`config.mk`:
```
export PLATFORM = sky130hd
export DESIGN_NAME = fifo_uart_tx
export DESIGN_NICKNAME = d
export VERILOG_FILES = /design/src/rtl/fifo_uart_pkg.sv /design/src/rtl/uart_bit_timer.sv /design/src/rtl/fifo_uart_tx.sv
export SDC_FILE = /design/constraint.sdc
export NUM_CORES = 1
export LEC_CHECK = 0
export CORE_MARGIN = 3
export CORE_UTILIZATION = 54
export CTS_CLUSTER_DIAMETER = 60
export DETAILED_ROUTE_END_ITERATION = 10
export DONT_BUFFER_PORTS = 1
export PLACE_DENSITY = 0.73
export SLEW_MARGIN = 20
export SYNTH_ARGS = -nofsm -noshare
export SYNTH_HDL_FRONTEND = slang
export SYNTH_SLANG_ARGS = --single-unit
```
`constraint.sdc`:
```
create_clock -name clk -period 1.7 [get_ports clk]
set_clock_uncertainty 0.15 [all_clocks]
set_input_delay 0.51 -clock clk [delete_from_list [all_inputs] [get_ports clk]]
set_output_delay 0.51 -clock clk [all_outputs]
set_load 0.005 [all_outputs]
```
`src/rtl/fifo_uart_pkg.sv`:
```
// -----------------------------------------------------------------------------
// fifo_uart_pkg
// Shared types and constants for the FIFO-draining 8N1 UART transmitter.
//   tx_state_e : transmitter FSM states
//   DATA_W     : payload bits per frame
//   FRAME_BITS : line bits per frame (start + data + stop)
// -----------------------------------------------------------------------------
package fifo_uart_pkg;

  localparam int DATA_W     = 8;
  localparam int FRAME_BITS = 10;

  typedef enum logic [2:0] {
    S_IDLE  = 3'd0,
    S_READ  = 3'd1,
    S_LOAD  = 3'd2,
    S_START = 3'd3,
    S_DATA  = 3'd4,
    S_STOP  = 3'd5
  } tx_state_e;

endpackage

```
`src/rtl/uart_bit_timer.sv`:
```
// -----------------------------------------------------------------------------
// uart_bit_timer
// Baud counter: counts 0..CLKS_PER_BIT-1 and wraps, marking the last cycle of
// each serial bit period.
// Ports:
//   clk     : clock, rising edge
//   rst     : synchronous active-high reset
//   clr     : hold counter at 0 (released on the first cycle of a start bit)
//   bit_end : high on the last cycle of every bit period
// -----------------------------------------------------------------------------
module uart_bit_timer #(
  parameter int CLKS_PER_BIT = 16
) (
  input  logic clk,
  input  logic rst,
  input  logic clr,
  output logic bit_end
);

  localparam int            CW   = (CLKS_PER_BIT > 1) ? $clog2(CLKS_PER_BIT) : 1;
  localparam logic [CW-1:0] LAST = CW'(CLKS_PER_BIT - 1);

  logic [CW-1:0] cnt_q, cnt_d;

  always_comb begin
    cnt_d = cnt_q;
    if (clr || (cnt_q == LAST)) begin
      cnt_d = '0;
    end else begin
      cnt_d = cnt_q + CW'(1);
    end
  end

  always_ff @(posedge clk) begin
    if (rst) begin
      cnt_q <= '0;
    end else begin
      cnt_q <= cnt_d;
    end
  end

  assign bit_end = !clr && (cnt_q == LAST);

endmodule

```
`src/rtl/fifo_uart_tx.sv`:
```
// -----------------------------------------------------------------------------
// fifo_uart_tx
// Drains bytes from a FIFO and sends each as an 8N1 serial frame
// (start 0, 8 data bits LSB first, stop 1).
// Ports:
//   clk        : clock, rising edge
//   rst        : synchronous active-high reset
//   fifo_dout  : FIFO read data, valid the cycle after fifo_rd
//   fifo_empty : FIFO empty flag, only looked at in IDLE
//   fifo_rd    : registered one-cycle read strobe
//   tx_en      : gate for starting new frames; a running frame always finishes
//   tx         : serial line, idles high
//   busy       : high from READ through the last STOP cycle
//   frame_done : one-cycle pulse in the IDLE cycle following STOP
// -----------------------------------------------------------------------------
module fifo_uart_tx
  import fifo_uart_pkg::*;
#(
  parameter int CLKS_PER_BIT = 16
) (
  input  logic              clk,
  input  logic              rst,
  input  logic [DATA_W-1:0] fifo_dout,
  input  logic              fifo_empty,
  output logic              fifo_rd,
  input  logic              tx_en,
  output logic              tx,
  output logic              busy,
  output logic              frame_done
);

  // Index of the final data bit within the frame's data field.
  localparam logic [2:0] LAST_BIT = 3'(FRAME_BITS - 3);

  tx_state_e         state_q, state_d;
  logic [DATA_W-1:0] shift_q, shift_d;
  logic [2:0]        bit_cnt_q, bit_cnt_d;
  logic              tx_q, tx_d;
  logic              rd_q, rd_d;
  logic              busy_q, busy_d;
  logic              done_q, done_d;
  logic              timer_clr;
  logic              bit_end;

  // The counter is held at 0 until the line leaves idle, so the first START
  // cycle always sees count 0.
  assign timer_clr = (state_q == S_IDLE) || (state_q == S_READ) ||
                     (state_q == S_LOAD);

  uart_bit_timer #(
    .CLKS_PER_BIT(CLKS_PER_BIT)
  ) u_bit_timer (
    .clk    (clk),
    .rst    (rst),
    .clr    (timer_clr),
    .bit_end(bit_end)
  );

  always_comb begin
    state_d   = state_q;
    shift_d   = shift_q;
    bit_cnt_d = bit_cnt_q;
    done_d    = 1'b0;
    case (state_q)
      S_IDLE:  if (tx_en && !fifo_empty) state_d = S_READ;
      S_READ:  state_d = S_LOAD;
      S_LOAD: begin
        shift_d   = fifo_dout;
        bit_cnt_d = '0;
        state_d   = S_START;
      end
      S_START: if (bit_end) state_d = S_DATA;
      S_DATA: begin
        if (bit_end) begin
          shift_d   = shift_q >> 1;
          bit_cnt_d = bit_cnt_q + 3'd1;
          if (bit_cnt_q == LAST_BIT) state_d = S_STOP;
        end
      end
      S_STOP: begin
        if (bit_end) begin
          state_d = S_IDLE;
          done_d  = 1'b1;
        end
      end
      default: state_d = S_IDLE;
    endcase

    // Outputs are decoded from the next state so they move with the state.
    tx_d = 1'b1;
    if (state_d == S_START)     tx_d = 1'b0;
    else if (state_d == S_DATA) tx_d = shift_d[0];
    rd_d   = (state_d == S_READ);
    busy_d = (state_d != S_IDLE);
  end

  always_ff @(posedge clk) begin
    if (rst) begin
      state_q   <= S_IDLE;
      shift_q   <= '0;
      bit_cnt_q <= '0;
      tx_q      <= 1'b1;
      rd_q      <= 1'b0;
      busy_q    <= 1'b0;
      done_q    <= 1'b0;
    end else begin
      state_q   <= state_d;
      shift_q   <= shift_d;
      bit_cnt_q <= bit_cnt_d;
      tx_q      <= tx_d;
      rd_q      <= rd_d;
      busy_q    <= busy_d;
      done_q    <= done_d;
    end
  end

  assign tx         = tx_q;
  assign fifo_rd    = rd_q;
  assign busy       = busy_q;
  assign frame_done = done_q;

endmodule

```
Word level (Yosys, flattened, before mapping)

Cells that the tools add are included.

Bits of input ports: 12
Output and inout bits: 4
Logic and storage cells: 49
Flip-flop bits (word level): 22

Reductions and logical operators: 13
Bitwise logic cells: 1
Equality and inequality tests: 11
$add $sub $neg: 2
Multiplexer cells: 13

Operators by type and width:

| cell                                                 | count |
|---|---|
| two-way mux 3 bit                                    | 6 |
| one-hot mux 3 bit (6 select lines)                   | 1 |
| one-hot mux 8 bit (2 select lines)                   | 1 |
| equality test 3 bit (second input constant)          | 4 |
| equality test 3 x 2 -> 1 bit (second input constant) | 3 |
| two-way mux 8 bit                                    | 1 |
| equality test 3 x 1 -> 1 bit (second input constant) | 2 |
| one-hot mux 3 bit (2 select lines)                   | 1 |
| adder 4 x 1 -> 4 bit (second input constant)         | 1 |
| equality test 4 bit (second input constant)          | 1 |
| OR reduction 2 bit                                   | 2 |
| adder 3 x 1 -> 3 bit (second input constant)         | 1 |
| logical NOT 3 bit                                    | 1 |
| logical OR 1 bit                                     | 3 |
| two-way mux 1 bit                                    | 3 |
| nonzero test 3 bit                                   | 1 |
| logical AND 1 bit                                    | 2 |
| logical NOT 1 bit                                    | 2 |
| inequality test 2 bit (second input constant)        | 1 |
| AND reduction 2 bit                                  | 1 |
| nonzero test 2 bit                                   | 1 |
| inverter 1 bit                                       | 1 |

Longest topological paths before layout

Gate-level depths: netlist (run 1).

Word-level depth: 10
Depth in mapped cells: 6
Depth with buffers taken out: 5

Hierarchy

Synthesis (run 1) repeated with hierarchy kept, for this count alone.

Cell total of the unflattened synthesis: 105
Area total of the unflattened synthesis: 1039.7 um2

Modules (own cells, without submodules):

| module         | times used | area each (um2) | cells each |
|---|---|---|---|
| fifo_uart_tx   | 1          | 882.1           | 89 |
| uart_bit_timer | 1          | 157.7           | 16 |

Least setup slack after synthesis (run 1)

OpenSTA, ideal clock, no wires.

Kind: register to register
Start point: reg u_bit_timer.cnt_q[0]
End point: reg tx_q (netlist: tx)
Arrival: 1.377 ns
Setup slack: 0.041 ns
Path buffers: 1
Period minus slack after synthesis: 1.659 ns
Cell stages (with the launch flop): 7
Data required time: 1.417 ns
Path through: dfxtp_1 > ha_1 > and3_4 > and2_4 > buf_6 > a221oi_2 > a32oi_1

Longest elaborated chain between the ends: 7
Elaborated cells between the ends (all ways): 12

Ends and longest elaborated chain:

| what                                 | line                                                       | RTL |
|---|---|---|
| start, declared                      | uart_bit_timer.sv:23                                       | `logic [CW-1:0] cnt_q, cnt_d;` |
| start signal, assigned               | uart_bit_timer.sv:38                                       | `cnt_q <= cnt_d;` |
| equality test 4 bit (*)              | uart_bit_timer.sv:42                                       | `assign bit_end = !clr && (cnt_q == LAST);` |
| logical AND 1 bit (*)                | uart_bit_timer.sv:42                                       |  |
| two-way mux 3 bit (on tied branches) | fifo_uart_tx.sv:81, fifo_uart_tx.sv:72, fifo_uart_tx.sv:74 |  |
| one-hot mux 3 bit (6 select lines)   | fifo_uart_tx.sv:64                                         | `case (state_q)` |
| equality test 3 bit                  | fifo_uart_tx.sv:92                                         | `else if (state_d == S_DATA) tx_d = shift_d[0];` |
| two-way mux 1 bit                    | fifo_uart_tx.sv:92                                         |  |
| two-way mux 1 bit (*)                | fifo_uart_tx.sv:91                                         | `if (state_d == S_START) tx_d = 1'b0;` |
| end signal, assigned                 | fifo_uart_tx.sv:110                                        | `tx_q <= tx_d;` |
| end, declared                        | fifo_uart_tx.sv:38                                         | `logic tx_q, tx_d;` |

Mark *: on every way between the ends. The rest lies on a longest branch, timed or not. The select of a mux whose other input is x is not followed.
A chain may end at the register's enable or synchronous reset.

Worst setup path in the final report (run 1)

Start point: reg state_q[0]
End point: reg tx_q (netlist: tx)

Longest elaborated chain between the ends: 10
Elaborated cells between the ends (all ways): 22

Ends and longest elaborated chain:

| what                                                                     | line                                                       | RTL |
|---|---|---|
| start, declared                                                          | fifo_uart_tx.sv:35                                         | `tx_state_e state_q, state_d;` |
| start signal, assigned                                                   | fifo_uart_tx.sv:107                                        | `state_q <= state_d;` |
| equality test 3 x 1 -> 1 bit / logical NOT 3 bit (equally long branches) | fifo_uart_tx.sv:47, fifo_uart_tx.sv:64                     |  |
| logical OR 1 bit (2 in a row)                                            | fifo_uart_tx.sv:47                                         | `assign timer_clr = (state_q == S_IDLE) \|\| (state_q == S_READ) \|\|` |
| logical NOT 1 bit                                                        | uart_bit_timer.sv:42                                       |  |
| logical AND 1 bit                                                        | uart_bit_timer.sv:42                                       |  |
| two-way mux 3 bit (on tied branches)                                     | fifo_uart_tx.sv:81, fifo_uart_tx.sv:72, fifo_uart_tx.sv:74 |  |
| one-hot mux 3 bit (6 select lines)                                       | fifo_uart_tx.sv:64                                         |  |
| equality test 3 bit                                                      | fifo_uart_tx.sv:92                                         |  |
| two-way mux 1 bit                                                        | fifo_uart_tx.sv:92                                         |  |
| two-way mux 1 bit (*)                                                    | fifo_uart_tx.sv:91                                         |  |

Marks and branches as above.

==> out/results.tsv, run 1 <==
stage	metric	value	unit
run_status	status	completed	
power	peakVddDrop	0.7444	mV
clocking	post_cts.repair.setup_buffers	0	
clocking	cts_hold_buf	0	
finish	regArea	441.7	um2
yosys	syn-instance-count	101	
sta	tightest_slew	0.3358	ns
power	power	0.001068	W
grt	first_global_vias	662	
die	die-area	0.002393	mm2
yosys	async_flop_share	0	
worst_hold_path	hp-class	in2reg	
clocking	cts_tree	yes	
die	dieHeight	48.92	um
drt	initialDrtViolationCount	11	
yosys	netlist_area	994.7	um2
yosys	synth_top_area_frac	0.4428	
drt	vias	708	
placed_design	hpwl	1.167	mm
setup_path	timing_worst_setup_path_type	reg2reg	
clocking	cts_made_buffers	3	
clocking	cts_resized	0	
grt	use_met1	0.1520	
grt	top_usage_layer	met2	
setup_path	worstPathRequired	1.74	ns
yosys	yosysSeqAreaShare	0.4428	
setup_path	r2r_cells	4	
yosys	synth-edff-count	0	
finish	drive_above_1_share	0.2115	
finish	multi_input_area	506.7	um2
sta	whs	0.1044	ns
placed_design	gp_congestion	0.7944	
setup_path	end_kind	flop	
setup_path	cp.arrival	1.67	ns
yosys	synth_flop_cell	dfxtp_1	
sta	hold_viol	0	
die	ios	16	
finish	final_nets	120	
grt	overflow	0	
die	start_util	0.6172	
sta	period_share	0.9566	
drt	via_per_inst	5.531	
finish	num-fill-cells	142	
die	die_w	48.92	um
grt	use_met3	0.04281	
yosys	ys_top_cells_by_area	dfxtp_1 44%, a21oi_1 5.5%, a22oi_1 4.5%	
finish	utilization	0.6700	
placed_design	io_buffers	0	
setup_path	worstPathMaxFanout	8	
power	cellLeakagePower	0.3758	nW
drt	wl_per_cell	12.50	um
clocking	clk_pin_slew_worst_paths	0.12	ns
sta	finalSetupTns	0	ns
clocking	clock-sinks	22	
yosys	synth_seq_cells	22	
drt	drc	0	
finish	fin_area	0.001080	mm2
yosys	ys_types	38	
finish	diodes	0	
die	core-area	0.001612	mm2
grt	antenna_found_initial	0	
flow_run	drv_cap	0	
sta	fmax	0.6149	GHz
sta	max_slew_margin	0.7759	
grt	grt_pass1_wl	2.746	mm
drt	ant_nets	0	
clocking	worstSkewPairLatency	0.30	ns
sta	rsz0062_at_grt	no	
setup_path	crit_path_start_kind	flop	
yosys	syn_area_per_cell	9.849	um2
sta	slew_violations	0	
yosys	syn_nets	116	
clocking	cts-root-buf	clkbuf_4	
drt	wirelength	1.600	mm
placed_design	dpl-instance-area	0.001010	mm2
yosys	yosysTopAreaCell	dfxtp_1	
grt	grt_max_degree	19	
clocking	cts_buffer_depth	2	
drt	dr.pass1.iters	4	
worst_hold_path	min_path_cells	1	
die	rows	14	
finish	synthToLayoutAreaGrowth	8.554	%
sta	setup-violations-final	0	
power	power.density	989.0	mW/mm2
grt	globalRouteMet2Util	0.2692	
clocking	htree_levels	1	
sta	fin_crit	1.626	ns
grt	grt_util_all_layers	0.1453	
yosys	yosysWarnings	0	
==> per-layer routing <==
layer,part of all wire,routed length [um]
met1,0.46,734
met2,0.49,781
met3,0.044,71
met4,0.0081,13
met5,0,0
==> cell usage in the layout, fill, tap and decap left out <==
| master | Yosys | final |
|---|---|---|
| dfxtp_1 | 22 | 21 |
| a21oi_1 | 11 | 10 |
| nand2_1 | 9 | 9 |
| nor2_1 | 8 | 8 |
| a22oi_1 | 6 | 6 |
| buf_4 | 1 | 6 |
| or3b_1 | 3 | 3 |
| clkbuf_4 | 0 | 3 |
| a21oi_2 | 1 | 2 |
| nor2b_1 | 2 | 2 |
| nand2b_1 | 2 | 2 |
| o21ai_0 | 2 | 2 |
| and2_1 | 2 | 2 |
| ha_1 | 3 | 2 |
| nor3b_4 | 1 | 1 |
| and3_4 | 1 | 1 |
| nor3b_2 | 1 | 1 |
| and2_4 | 1 | 1 |
| and4_4 | 1 | 1 |
| a211oi_2 | 1 | 1 |
| nand3b_1 | 1 | 1 |
| a21o_1 | 1 | 1 |
| nand4_1 | 1 | 1 |
| a31oi_1 | 1 | 1 |
| mux2_2 | 1 | 1 |
| a221oi_2 | 1 | 1 |
| and4b_1 | 1 | 1 |
| a32oi_1 | 1 | 1 |
| o31ai_1 | 1 | 1 |
| nor3b_1 | 1 | 1 |
| or3_1 | 1 | 1 |
| nand3_1 | 1 | 1 |
| xor2_1 | 1 | 1 |
| mux2i_1 | 1 | 1 |
| xnor2_1 | 1 | 1 |
| nor3_1 | 1 | 1 |
| inv_1 | 1 | 1 |
| ha_4 | 0 | 1 |
| bufinv_16 | 0 | 1 |
| dfxtp_2 | 0 | 1 |
==> through the flow <==
stage | setup WS (ns) | cells
after detailed placement | 0.04487 | 124
after floorplan | 0.04082 | 101
after CTS | 0.01231 | 128
final | 0.07379 | 128
after global routing | 0.01313 | 128
after global placement | 0.06870 | 124
==> cells in the mapped netlist, types with 2 or more instances <==
cell,number
buf_6,4
ha_1,3
nor2b_1,2
a21oi_1,11
o21ai_0,2
nand2_1,9
a22oi_1,6
nor2_1,8
or3b_1,3
clkbuf_1,2
nand2b_1,2
and2_1,2
dfxtp_1,22
==> worst max-delay path, stage by stage (launching register included) <==
cell	delay, ns
dfxtp_1	0.50
and4_4	0.30
mux2_2	0.36
nor2_1	0.11
a32oi_1	0.10
==> state kept, by name, indices dropped and copies added, names as in the netlist <==
name / flops
bit_cnt_q: 3
busy: 1
fifo_rd: 1
frame_done: 1
shift_q: 8
state_q: 3
tx: 1
u_bit_timer.cnt_q: 4
==> final cells by class <==
type | count | area share
Multi-Input combinational cell | 71 | 0.4693
Tap cell | 24 | 0.02781
Sequential cell | 22 | 0.4090
Clock inverter | 1 | 0.02781
Inverter | 1 | 0.003476
Timing Repair Buffer | 6 | 0.04171
Clock buffer | 3 | 0.02086
==> power breakdown <==
part	leakage (nW)	internal (W)	total, W	switching [W]
combinational	0.169	0.0000577	0.000106	0.0000484
sequential	0.179	0.000542	0.000567	0.0000247
clock	0.0279	0.000238	0.000395	0.000157
total	0.376	0.000838	0.00107	0.000230
==> worst paths after layout <==
path                            startpoint         end  slack [ns]
worst max-delay path            state_q[0]          tx        0.07
worst min-delay path                   rst  shift_q[1]        0.10
worst max register to register  state_q[0]          tx        0.07
worst min register to register  shift_q[4]  shift_q[4]        0.31
==> kinds of logic after synthesis <==
group,count (synthesis),share of synthesized area
XOR/XNOR,2,0.01761
multiplexers,2,0.02138
AND/OR/NAND/NOR,38,0.2390
adder cells (fa/ha/maj),3,0.03774
AO/OA/AOI/OAI,26,0.1774
flip-flops,22,0.4428
buffers and inverters,8,0.06415
No activity file was read; power rests on OpenSTA's default activity.
==> inputs of run 2 (changes only) <==
--- a/config.mk
+++ b/config.mk
@@ -7,9 +7,10 @@
 export LEC_CHECK = 0
 export CORE_MARGIN = 3
 export CORE_UTILIZATION = 54
-export CTS_CLUSTER_DIAMETER = 60
+export CTS_CLUSTER_DIAMETER = 120
 export DETAILED_ROUTE_END_ITERATION = 10
 export DONT_BUFFER_PORTS = 1
+export HOLD_SLACK_MARGIN = 0.15
 export PLACE_DENSITY = 0.73
 export SLEW_MARGIN = 20
 export SYNTH_ARGS = -nofsm -noshare
==> out/results.tsv, run 2 (synthesized netlist as in run 1, its figures left out) <==
stage	metric	value	unit	change
power	peakVddDrop	0.7461	mV	was 0.7444 mV
die	rows	14		unchanged
power	p_switching	0.0002365	W	was 0.0002298 W
finish	synthToLayoutAreaGrowth	11.07	%	was 8.554%
sta	hold_viol	0		unchanged
drt	wirelength	1.647	mm	was 1.600 mm
finish	largest_reg_flops	8		unchanged
grt	antenna_found_initial	0		unchanged
setup_path	timing_worst_setup_path_type	reg2reg		unchanged
power	cellLeakagePower	0.3967	nW	was 0.3758 nW
sta	setup-violations-final	0		unchanged
clocking	cts-root-buf	clkbuf_4		unchanged
setup_path	crit_slowest_cell	dfxtp_1		unchanged
finish	diodes	0		unchanged
sta	tightest_slew	0.5976	ns	was 0.3358 ns
drt	vias	715		was 708
finish	mostFrequentLayoutCell	dfxtp_1		unchanged
sta	fin_crit	1.632	ns	was 1.626 ns
finish	final_nets	122		was 120
clocking	clk_pin_slew_worst_paths	0.12	ns	about the same
clocking	clock-sinks	22		unchanged
setup_path	worst_r2r_startpoint	state_q[0]		unchanged
worst_hold_path	hp-class	in2reg		unchanged
drt	wl_per_cell	12.67	um	was 12.50 um
clocking	htree_levels	1		unchanged
clocking	cts_made_buffers	3		unchanged
die	start_util	0.6172		unchanged
sta	fmax	0.6128	GHz	was 0.6149 GHz
placed_design	io_buffers	0		unchanged
setup_path	crit_chain	and4_4, mux2_2, nor2_1, a32oi_1		unchanged
setup_path	max_stage_delay	0.50	ns	about the same
power	clkPwrFrac	0.367		was 0.370
setup_path	cp.arrival	1.67	ns	about the same
finish	layout_top_registers	shift_q: 8 flops, u_bit_timer.cnt_q: 4 flops		unchanged
grt	grt_pass1_wl	2.822	mm	was 2.746 mm
placed_design	hpwl	1.167	mm	unchanged
power	power.density	975.0	mW/mm2	was 989.0 mW/mm2
finish	layout_common_cells	19 x dfxtp_1, 10 x a21oi_1, 9 x nand2_1		was 21 x dfxtp_1, 10 x a21oi_1, 9 x nand2_1
setup_path	reg2reg_slack	0.07	ns	about the same
power	p_int	0.0008407	W	was 0.0008382 W
clocking	cts_buffer_depth	2		unchanged
sta	rsz0062_at_grt	no		unchanged
worst_hold_path	min_from	fifo_dout[7]		was rst
sta	finalSetupTns	0	ns	unchanged
clocking	worstSkewPairLatency	0.30	ns	about the same
die	core-area	0.001612	mm2	unchanged
setup_path	crit_path_start_kind	flop		unchanged
setup_path	critPathLaunch	state_q[0]		unchanged
grt	grt_util_all_layers	0.1498		was 0.1453
power	p_sw_frac	0.2195		was 0.2151
grt	grt_max_degree	17		was 19
setup_path	worst-path-buf-inv	0		unchanged
setup_path	path_delay_family	flip-flops		unchanged
clocking	cts_tree	yes		unchanged
grt	first_global_vias	670		was 662
sta	period_share	0.9599		was 0.9566
die	die_w	48.92	um	unchanged
sta	slew_violations	0		unchanged
die	die-area	0.002393	mm2	unchanged
flow_run	drv_cap	0		unchanged
power	pwr-share-comb	0.106		was 0.099
grt	overflow	0		unchanged
drt	via_per_inst	5.500		was 5.531
setup_path	worstPathRequired	1.74	ns	about the same
finish	num-fill-cells	140		was 142
die	dieHeight	48.92	um	unchanged
finish	top_register	shift_q		unchanged
drt	drc	0		unchanged
finish	drive_above_1_share	0.2264		was 0.2115
power	p_seq_frac	0.527		was 0.531
placed_design	gp_congestion	0.7944		unchanged
setup_path	end_kind	flop		unchanged
drt	dr.pass1.iters	4		unchanged
run_status	status	completed		unchanged
sta	max_slew_margin	0.6016		was 0.7759
drt	initialDrtViolationCount	13		was 11
sta	whs	0.1813	ns	was 0.1044 ns
setup_path	worstPathMaxFanout	8		unchanged
die	ios	16		unchanged
drt	ant_nets	0		unchanged
## run 2: changes by cell type in the layout (fill, tap and decap cells not counted)
cell and change:
dlygate4sd3_1 +1, dlymetal6s4s_1 +1, dfxtp_1 -2, dfxtp_2 +2
## run 2: layout make-up
type,count,area [um2],share of cell area
multi-input cells,71,506.7,0.4587
flip-flops and latches,22,444.2,0.4020
repair buffers,8,67.56,0.06116
clock inverters,1,30.03,0.02718
well taps,24,30.03,0.02718
clock buffers,3,22.52,0.02039
inverters,1,3.754,0.003398
## run 2: worst reg2reg max path, cell delays in order, from the launching register on
cell	delay (ns)
dfxtp_1	0.50
and4_4	0.30
mux2_2	0.36
nor2_1	0.11
a32oi_1	0.10
## run 2: power groups by stage
| stage | logic (W) | registers (W) | clock network (W) |
|---|---|---|---|
| 5_1_grt | 0.000129 | 0.000572 | 0.000424 |
| 3_3_place_gp | 0.000102 | 0.000578 | 0 |
| 6_report | 0.000114 | 0.000568 | 0.000395 |
| 2_1_floorplan | 0.000105 | 0.000565 | 0 |
| 4_1_cts | 0.000112 | 0.000567 | 0.000400 |
| 3_5_place_dp | 0.000105 | 0.000578 | 0 |
## run 2: final timing paths
| path | end | depth (start not counted) |
|---|---|---|
| worst max-delay path | tx | 4 |
| worst min-delay path | shift_q[7] | 2 |
| worst max register to register | tx | 4 |
| worst min register to register | u_bit_timer.cnt_q[0] | 1 |
## run 2: timing repair
item / 4_1_cts / 5_1_grt
setup endpoints to repair: 0 / 10
hold endpoints to repair: 17 / 0
hold buffers: 2 / 0
gates resized for setup: 0 / 7
buffers inserted: 0 / 0
## run 2: metrics by stage
step                total power (W)    util  cell area, um2  cells  worst slack [ns]
CTS                        0.001079  0.6716            1082    130          0.008357
global route               0.001125  0.6856            1105    130          0.009742
detailed placement        0.0006830  0.6266            1010    124           0.04487
finish                     0.001077  0.6856            1105    130           0.06815
global placement          0.0006803  0.6266            1010    124           0.06870
floorplan                 0.0006697       -           994.7    101           0.04082
## run 2: metal layers
metal,track usage,wire length [um],vias to the layer above
li1,-,-,369
met1,0.1576,751,333
met2,0.2805,814,11
met3,0.03976,68,2
met4,0.05687,13,0
met5,0,0,-
